$ cat config.mk
export PLATFORM = sky130hd
export DESIGN_NAME = seq_sub_64_flat
export DESIGN_NICKNAME = d
export VERILOG_FILES = /design/src/rtl/seq_sub_64_if.sv /design/src/rtl/seq_sub_64.sv /design/src/flat_wrapper.sv
export SDC_FILE = /design/constraint.sdc
export NUM_CORES = 1
export LEC_CHECK = 0
export ABC_AREA = 1
export CAP_MARGIN = 10
export CELL_PAD_IN_SITES_DETAIL_PLACEMENT = 0
export CELL_PAD_IN_SITES_GLOBAL_PLACEMENT = 1
export CORE_ASPECT_RATIO = 1.25
export CORE_MARGIN = 1
export CORE_UTILIZATION = 40
export CTS_BUF_LIST = sky130_fd_sc_hd__clkbuf_4 sky130_fd_sc_hd__clkbuf_8 sky130_fd_sc_hd__clkbuf_16
export CTS_CLUSTER_DIAMETER = 60
export DETAILED_ROUTE_END_ITERATION = 8
export GPL_ROUTABILITY_DRIVEN = 0
export GPL_TIMING_DRIVEN = 0
export HOLD_SLACK_MARGIN = 0.12
export PLACE_DENSITY = 0.95
export SYNTH_ARGS = -nofsm -noshare
export SYNTH_HDL_FRONTEND = slang
export SYNTH_SLANG_ARGS = --single-unit
$ cat constraint.sdc
create_clock -name clk -period 4.1 [get_ports clk]
set_clock_uncertainty 0.1 [all_clocks]
set_input_delay 0.82 -clock clk [delete_from_list [all_inputs] [get_ports clk]]
set_output_delay 0.82 -clock clk [all_outputs]
set_load 0.01 [all_outputs]
$ cat src/rtl/seq_sub_64_if.sv
// Handshake and operand/result bundle for the sequential 64-bit subtractor.
interface seq_sub_64_if;
    logic        in_valid;
    logic        in_ready;
    logic [63:0] a;
    logic [63:0] b;
    logic        bin;
    logic        out_valid;
    logic        out_ready;
    logic [63:0] diff;
    logic        bout;
    logic        zero;
    logic        ovf;

    // Producer/consumer side: drives operands and accepts results.
    modport master (
        output in_valid, a, b, bin, out_ready,
        input  in_ready, out_valid, diff, bout, zero, ovf
    );

    // Subtractor side.
    modport slave (
        input  in_valid, a, b, bin, out_ready,
        output in_ready, out_valid, diff, bout, zero, ovf
    );
endinterface

$ cat src/rtl/seq_sub_64.sv
// Sequential 64-bit subtractor: computes a - b - bin one CHUNK_W slice per cycle,
// LSB slice first, rippling the borrow through a register between slices.
module seq_sub_64 #(
    parameter int unsigned CHUNK_W = 16
) (
    input logic         clk,
    input logic         rst,
    seq_sub_64_if.slave bus
);
    localparam int unsigned N       = 64 / CHUNK_W;
    localparam int unsigned CntW    = (N > 1) ? $clog2(N) : 1;
    localparam logic [CntW-1:0] CntLast = CntW'(N - 1);

    typedef enum logic [1:0] {StIdle, StCalc, StDone} state_e;

    state_e          state_q;
    logic [CntW-1:0] cnt_q;
    logic [63:0]     a_q;
    logic [63:0]     b_q;
    logic [63:0]     acc_q;
    logic            brw_q;
    logic            in_ready_q;
    logic            out_valid_q;
    logic [63:0]     diff_q;
    logic            bout_q;
    logic            zero_q;
    logic            ovf_q;

    logic [CHUNK_W-1:0] a_sl;
    logic [CHUNK_W-1:0] b_sl;
    logic [CHUNK_W-1:0] d_sl;
    logic [CHUNK_W:0]   sum;
    logic               brw_d;
    logic [63:0]        acc_d;

    // One slice of subtraction: a + ~b + ~borrow, borrow-out is the inverted carry.
    always_comb begin
        a_sl  = a_q[CHUNK_W-1:0];
        b_sl  = b_q[CHUNK_W-1:0];
        sum   = {1'b0, a_sl} + {1'b0, ~b_sl} + {{CHUNK_W{1'b0}}, ~brw_q};
        d_sl  = sum[CHUNK_W-1:0];
        brw_d = ~sum[CHUNK_W];
        // New slice enters at the top; after N slices the LSB slice sits at bit 0.
        acc_d = {d_sl, acc_q[63:CHUNK_W]};
    end

    // Control FSM with registered handshake and result outputs.
    always_ff @(posedge clk) begin
        if (rst) begin
            state_q     <= StIdle;
            cnt_q       <= '0;
            a_q         <= '0;
            b_q         <= '0;
            acc_q       <= '0;
            brw_q       <= 1'b0;
            in_ready_q  <= 1'b1;
            out_valid_q <= 1'b0;
            diff_q      <= '0;
            bout_q      <= 1'b0;
            zero_q      <= 1'b0;
            ovf_q       <= 1'b0;
        end else begin
            unique case (state_q)
                StIdle: begin
                    if (bus.in_valid) begin
                        a_q        <= bus.a;
                        b_q        <= bus.b;
                        brw_q      <= bus.bin;
                        acc_q      <= '0;
                        cnt_q      <= '0;
                        in_ready_q <= 1'b0;
                        state_q    <= StCalc;
                    end
                end
                StCalc: begin
                    a_q   <= a_q >> CHUNK_W;
                    b_q   <= b_q >> CHUNK_W;
                    brw_q <= brw_d;
                    acc_q <= acc_d;
                    if (cnt_q == CntLast) begin
                        cnt_q       <= '0;
                        state_q     <= StDone;
                        out_valid_q <= 1'b1;
                        diff_q      <= acc_d;
                        bout_q      <= brw_d;
                        zero_q      <= (acc_d == 64'd0);
                        // The last slice carries the sign bits of a, b and diff.
                        ovf_q       <= (a_sl[CHUNK_W-1] != b_sl[CHUNK_W-1]) &&
                                       (d_sl[CHUNK_W-1] != a_sl[CHUNK_W-1]);
                    end else begin
                        cnt_q <= cnt_q + 1'b1;
                    end
                end
                StDone: begin
                    if (bus.out_ready) begin
                        out_valid_q <= 1'b0;
                        in_ready_q  <= 1'b1;
                        state_q     <= StIdle;
                    end
                end
                default: state_q <= StIdle;
            endcase
        end
    end

    assign bus.in_ready  = in_ready_q;
    assign bus.out_valid = out_valid_q;
    assign bus.diff      = diff_q;
    assign bus.bout      = bout_q;
    assign bus.zero      = zero_q;
    assign bus.ovf       = ovf_q;
endmodule

$ cat src/flat_wrapper.sv
// flat-port wrapper written by rule: the top's interface ports become plain ports
module seq_sub_64_flat 
#(
    parameter int unsigned CHUNK_W = 16
)
  (clk, rst, bus_in_valid, bus_a, bus_b, bus_bin, bus_out_ready, bus_in_ready, bus_out_valid, bus_diff, bus_bout, bus_zero, bus_ovf);
  seq_sub_64_if bus_i ();
  input logic clk;
  input logic rst;
  input wire logic [$bits(bus_i.in_valid)-1:0] bus_in_valid;
  input wire logic [$bits(bus_i.a)-1:0] bus_a;
  input wire logic [$bits(bus_i.b)-1:0] bus_b;
  input wire logic [$bits(bus_i.bin)-1:0] bus_bin;
  input wire logic [$bits(bus_i.out_ready)-1:0] bus_out_ready;
  output wire logic [$bits(bus_i.in_ready)-1:0] bus_in_ready;
  output wire logic [$bits(bus_i.out_valid)-1:0] bus_out_valid;
  output wire logic [$bits(bus_i.diff)-1:0] bus_diff;
  output wire logic [$bits(bus_i.bout)-1:0] bus_bout;
  output wire logic [$bits(bus_i.zero)-1:0] bus_zero;
  output wire logic [$bits(bus_i.ovf)-1:0] bus_ovf;
  assign bus_i.in_valid = bus_in_valid;
  assign bus_i.a = bus_a;
  assign bus_i.b = bus_b;
  assign bus_i.bin = bus_bin;
  assign bus_i.out_ready = bus_out_ready;
  assign bus_in_ready = bus_i.in_ready;
  assign bus_out_valid = bus_i.out_valid;
  assign bus_diff = bus_i.diff;
  assign bus_bout = bus_i.bout;
  assign bus_zero = bus_i.zero;
  assign bus_ovf = bus_i.ovf;
  seq_sub_64 #(.CHUNK_W(CHUNK_W)) u_core (.clk(clk), .rst(rst), .bus(bus_i));
endmodule
==> impl_metrics.json, run 1 <==
{
  "cts_root_buf": "clkbuf_16",
  "fin_cells": 2061,
  "drv_cap": 0,
  "diodes": 0,
  "crit_chain": "fa_1 > inv_1 > fa_1 > nor2_1 > nand2_1 > nor2_1 > nand2_1 > nor2_1 > nand2_1 > nor2_1 > nand4_1 > nor2_1 > nand4_1 > a21oi_1",
  "design_area_um2": 13920,
  "rsz0062_at_grt": "no",
  "htree_num_levels": 1,
  "cp_max_fo": 4,
  "final_layout_size_suffix_gt1_frac": 0.05694,
  "syn_inst": 1475,
  "ff2ff_setup_slack_ps": 1400,
  "synth-edff-count": 0,
  "routedWlPerCell_um": 15.37,
  "ys_ff_latch": 250,
  "antenna_found_initial": 0,
  "grt_max_degree": 16,
  "syn_area_um2": 10550,
  "hold_viol_final": 0,
  "die_w_um": 147.3,
  "hold_path_class": "flop to flop",
  "gr-total-overflow": 0,
  "rows": 66,
  "worst-endpoint-required_ps": 4470,
  "cts_buffer_depth": 3,
  "tns_ps": 0,
  "ys_seq_area_frac": 0.4744,
  "layout_commonest_cell": "nand2_1",
  "postCtsHoldBufs": 0,
  "peakVddDrop_mv": 0.3358,
  "mostFrequentLayoutCells": "575 x nand2_1, 250 x dfxtp_1, 200 x clkdlybuf4s50_1, 150 x a21oi_1, 97 x a31oi_1",
  "startpoint_type": "flop",
  "holdPathEnd": "u_core.bus.out_valid",
  "clock_latency_ps": 540,
  "final_max_slew_viol_count": 0,
  "n_fill_cell": 2545,
  "rr_worst_depth": 14,
  "dpl-instance-area_um2": 12980,
  "start_util": 0.4068,
  "async_flop_share": 0,
  "reg2reg_to": "u_core.bus.zero",
  "grt.total_usage": 0.2348,
  "ios": 202,
  "drc": 0,
  "cts_made_buffers": 25,
  "fmax_mhz": 370.1,
  "crit_start": "u_core.brw_q",
  "timing.rr.start": "u_core.brw_q",
  "max_stage_delay_ps": 510,
  "p_leak_nw": 5.446,
  "cts.clk_slew.worst_paths_ps": 70,
  "totalWireLength_um": 31680,
  "cp-end-kind": "flop",
  "die_y_um": 183.6,
  "final-seq-area_um2": 5005,
  "dieArea_um2": 27030,
  "status": "finished, final reports clean",
  "relSlewSlack": 0.5126,
  "multi_input_area_um2": 4838,
  "vias": 10319,
  "numClockSinks": 250,
  "core-area_um2": 25930,
  "syn_nets": 1626,
  "first_global_vias": 9983,
  "setup_viol_count_final": 0,
  "min_from": "u_core.bus.out_valid",
  "finalPower_mw": 6.371,
  "powerDensity_nw_per_um2": 457.7,
  "finalCritPeriodShare": 0.6590,
  "critPathSlowestCell": "fa_1",
  "crit_top_cell": "nor2_1",
  "first_pass_iters": 5,
  "fin_crit_ps": 2702,
  "numPortBuffers": 200,
  "hold_slack_ps": 345.7,
  "ys_warn_count": 0,
  "postCtsResizedCells": 0,
  "synth_flop_cell": "dfxtp_1",
  "worstSetupPathType": "flop to flop",
  "postCtsSetupRepairBufs": 0,
  "dp_hpwl_um": 25010,
  "arrival_ps": 3080,
  "placed_cells": 2015,
  "antenna_left": 0,
  "drt_iter0_drc": 647,
  "ys_types": 33,
  "grt_pass1_wl_um": 50380,
  "holdPathStages": 2,
  "worst_slew_pin_slew_ps": 731.1,
  "syn_to_final_growth_pct": 31.94,
  "vias_per_cell": 5.007,
  "cts_tree": "yes",
  "post_synth.cell_area_avg_um2": 7.152,
  "nets": 1853
}
how the worst max path moves through the flow:
| stage | endpoint | slack (ps) |
|---|---|---|
| final | u_core.bus.zero | 1400 |
| after global routing | u_core.bus.zero | 1190 |
| after CTS | u_core.bus.zero | 1380 |
| after detailed placement | u_core.b_q[33] | 1380 |
| after global placement | u_core.b_q[5] | 1390 |
| after floorplan | u_core.bus.zero | 1860 |
where the power goes:
part | leakage, nW | internal, mW | switching, mW
registers | 2.05 | 2.58 | 0.117
clock network | 0.458 | 1.58 | 0.994
logic | 2.94 | 0.420 | 0.680
worst max-delay path: cells and delay by family, from the launching register on:
| kind | cells | cell delay, ps |
|---|---|---|
| AO/OA/AOI/OAI | 1 | 140 |
| adder cells (fa/ha/maj) | 2 | 930 |
| flip-flops | 1 | 330 |
| buffers and inverters | 1 | 150 |
| AND/OR/NAND/NOR | 10 | 980 |
metrics by stage:
stage	util	worst slack, ps
2_1_floorplan	-	1857
3_3_place_gp	0.5004	1386
3_5_place_dp	0.5004	1377
4_1_cts	0.5368	1377
5_1_grt	0.5368	1190
6_report	0.5368	1398
final cells by class:
class,instances,area share
Sequential cell,250,0.3596
Multi-Input combinational cell,1055,0.3476
Timing Repair Buffer,200,0.1438
Clock buffer,30,0.04899
Buffer,100,0.03182
Tap cell,340,0.03056
Inverter,70,0.01888
Clock inverter,16,0.01870
synth_stat cells, types with 7 or more instances:
cell type / instances / area share
o21ai_0: 91 / 0.043
o21ai_1: 13 / 0.0062
dfxtp_1: 250 / 0.47
inv_1: 63 / 0.022
ha_1: 16 / 0.019
buf_2: 26 / 0.012
nand3_1: 20 / 0.0095
a31oi_1: 97 / 0.058
buf_1: 7 / 0.0025
a21oi_1: 150 / 0.071
nand2_1: 575 / 0.20
nor2_1: 56 / 0.020
nand4_1: 7 / 0.0042
clkbuf_1: 58 / 0.021
cell families (layout without fill, tap and decap cells):
logic type | count (synthesis) | in the layout | synth area share
xor+xnor | 2 | 2 | 0.001661
simple gates | 675 | 675 | 0.2497
compound gates | 360 | 360 | 0.1846
fa+ha+maj | 18 | 18 | 0.02277
flops | 250 | 250 | 0.4744
buf+inv | 170 | 416 | 0.06690
registers in the layout (all words and copies together) (netlist names):
register and count:
u_core.bus.in_ready 1, u_core.bus.ovf 1, u_core.brw_q 1, u_core.a_q 64, u_core.b_q 64, u_core.bus.diff 64, u_core.cnt_q 2, u_core.state_q 2
u_core.bus.bout 1, u_core.bus.zero 1, u_core.acc_q 48, u_core.bus.out_valid 1
routing by layer:
| layer | track usage | up-vias | part of all wire |
|---|---|---|---|
| li1 | - | 5304 | - |
| met1 | 0.2658 | 4644 | 0.40 |
| met2 | 0.4445 | 312 | 0.52 |
| met3 | 0.03325 | 59 | 0.051 |
| met4 | 0.08124 | 0 | 0.030 |
| met5 | 0 | - | 0 |
(Power assumes the default switching activity.)
==> run 2: changes to the inputs <==
--- a/config.mk
+++ b/config.mk
@@ -11,14 +11,14 @@
 export CELL_PAD_IN_SITES_GLOBAL_PLACEMENT = 1
 export CORE_ASPECT_RATIO = 1.25
 export CORE_MARGIN = 1
-export CORE_UTILIZATION = 40
+export CORE_UTILIZATION = 37
 export CTS_BUF_LIST = sky130_fd_sc_hd__clkbuf_4 sky130_fd_sc_hd__clkbuf_8 sky130_fd_sc_hd__clkbuf_16
 export CTS_CLUSTER_DIAMETER = 60
 export DETAILED_ROUTE_END_ITERATION = 8
 export GPL_ROUTABILITY_DRIVEN = 0
 export GPL_TIMING_DRIVEN = 0
 export HOLD_SLACK_MARGIN = 0.12
-export PLACE_DENSITY = 0.95
+export PLACE_DENSITY = 0.91
 export SYNTH_ARGS = -nofsm -noshare
 export SYNTH_HDL_FRONTEND = slang
 export SYNTH_SLANG_ARGS = --single-unit
==> constraint.sdc (replaced) <==
create_clock -name clk -period 2.6 [get_ports clk]
set_clock_uncertainty 0.1 [all_clocks]
set_input_delay 0.52 -clock clk [delete_from_list [all_inputs] [get_ports clk]]
set_output_delay 0.52 -clock clk [all_outputs]
set_load 0.01 [all_outputs]
==> impl_metrics.json, run 2 (synthesis gave the netlist of run 1 again) <==
{
  "dieArea_um2": 29190,
  "dpl-instance-area_um2": 12990,
  "htree_num_levels": 1,
  "holdPathEnd": "u_core.cnt_q[1]",
  "ff2ff_setup_slack_ps": 120,
  "rr_worst_depth": 14,
  "rsz0062_at_grt": "yes",
  "grt_pass1_wl_um": 51730,
  "cp_max_fo": 2,
  "drc": 0,
  "setup_viol_count_final": 0,
  "worst_slew_pin_slew_ps": 749.5,
  "status": "finished, final reports clean",
  "syn_to_final_growth_pct": 31.91,
  "worstSetupPathType": "flop to flop",
  "cp-end-kind": "flop",
  "crit_buf_inv": 1,
  "numClockSinks": 250,
  "design_area_um2": 13910,
  "hold_slack_ps": 305.8,
  "hold_viol_final": 0,
  "final_util": 0.5001,
  "diodes": 0,
  "nets": 1858,
  "cts_tree": "yes",
  "fin_cells": 2075,
  "timing.rr.start": "u_core.brw_q",
  "ios": 202,
  "die_w_um": 153.0,
  "rows": 68,
  "vias": 10311,
  "drv_cap": 0,
  "finalPower_mw": 9.853,
  "powerDensity_nw_per_um2": 708.1,
  "crit_chain": "fa_2 > inv_2 > fa_2 > nor2_2 > nand2_1 > nor2_1 > nand2_1 > nor2_1 > nand2_1 > nor2_1 > nand4_1 > nor2_1 > nand4_1 > a21oi_1",
  "fmax_mhz": 402.5,
  "cts_root_buf": "clkbuf_16",
  "holdPathStages": 3,
  "start_util": 0.3792,
  "fin_crit_ps": 2484,
  "arrival_ps": 2860,
  "p_leak_nw": 5.454,
  "layout_commonest_cell": "nand2_1",
  "worst-endpoint-required_ps": 2970,
  "core-area_um2": 27820,
  "max_stage_delay_ps": 450,
  "postCtsHoldBufs": 0,
  "clock_latency_ps": 550,
  "startpoint_type": "flop",
  "antenna_left": 0,
  "numPortBuffers": 200,
  "finalCritPeriodShare": 0.9556,
  "drt_iter0_drc": 726,
  "reg2reg_to": "u_core.bus.zero",
  "totalWireLength_um": 32440,
  "critPathSlowestCell": "fa_2",
  "antenna_found_initial": 0,
  "die_y_um": 190.8,
  "relSlewSlack": 0.5003,
  "cts_made_buffers": 27,
  "crit_top_cell": "nor2_1",
  "hold_path_class": "primary input to flop",
  "gr-total-overflow": 0,
  "routedWlPerCell_um": 15.63,
  "cts_buffer_depth": 3,
  "final_layout_size_suffix_gt1_frac": 0.06435,
  "vias_per_cell": 4.969,
  "grt_max_degree": 14,
  "cp_top_family": "simple AND/OR/NAND/NOR gates",
  "min_from": "rst",
  "grt.total_usage": 0.2228,
  "cts.clk_slew.worst_paths_ps": 60,
  "final_max_slew_viol_count": 0,
  "mostFrequentLayoutCells": "575 x nand2_1, 247 x dfxtp_1, 200 x clkdlybuf4s50_1, 149 x a21oi_1, 97 x a31oi_1",
  "placed_cells": 2025,
  "first_global_vias": 10121,
  "dp_hpwl_um": 25610,
  "first_pass_iters": 5,
  "peakVddDrop_mv": 0.4866
}
==> run 2: report_power, final <==
| group | internal (mW) | switching [mW] | leakage [nW] | total (mW) |
|---|---|---|---|---|
| Clock | 2.26 | 1.56 | 0.451 | 3.82 |
| Sequential | 4.07 | 0.185 | 2.05 | 4.26 |
| Combinational | 0.682 | 1.09 | 2.96 | 1.77 |
==> run 2: metrics by stage <==
step / setup WS [ps] / setup TNS [ps]
6_report: 115.6 / 0
3_5_place_dp: -94.68 / -94.68
5_1_grt: -114.7 / -114.7
4_1_cts: 11.39 / 0
2_1_floorplan: 357.0 / 0
3_3_place_gp: -89.00 / -89.00
==> run 2: how the worst max path moves through the flow <==
stage / cells after the start / startpoint / slack [ps] / to
after floorplan: 14 / u_core.brw_q / 360 / u_core.bus.zero
after global placement: 14 / u_core.brw_q / -90 / u_core.bus.zero
after detailed placement: 14 / u_core.brw_q / -90 / u_core.bus.zero
after CTS: 15 / u_core.a_q[0] / 10 / u_core.bus.zero
after global routing: 14 / u_core.brw_q / -110 / u_core.bus.zero
final: 14 / u_core.brw_q / 120 / u_core.bus.zero
==> run 2: final cells by class <==
cell class	count	area, µm²
plain buffers	100	442.9
clock buffers	39	809.5
clock inverters	8	78.83
fillers	2754	13910
inverters	70	262.8
multi-input cells	1055	4850
flip-flops and latches	250	5009
well taps	350	437.9
repair buffers	203	2024
==> run 2: routing by layer <==
metal  GRT usage  share of wire
met5           0              0
met4     0.08702          0.033
met3     0.02773          0.042
met2      0.4104           0.51
met1      0.2612           0.42
==> run 2: worst min-delay path, stage by stage <==
cell	delay, ps
buf_6	130
clkbuf_8	200
a21oi_1	50
==> run 2: what timing repair did <==
action	4_1_cts	5_1_grt
gates resized for setup	2	7
endpoints found under the setup margin	1	2
setup buffers	2	1
pin swaps	1	5
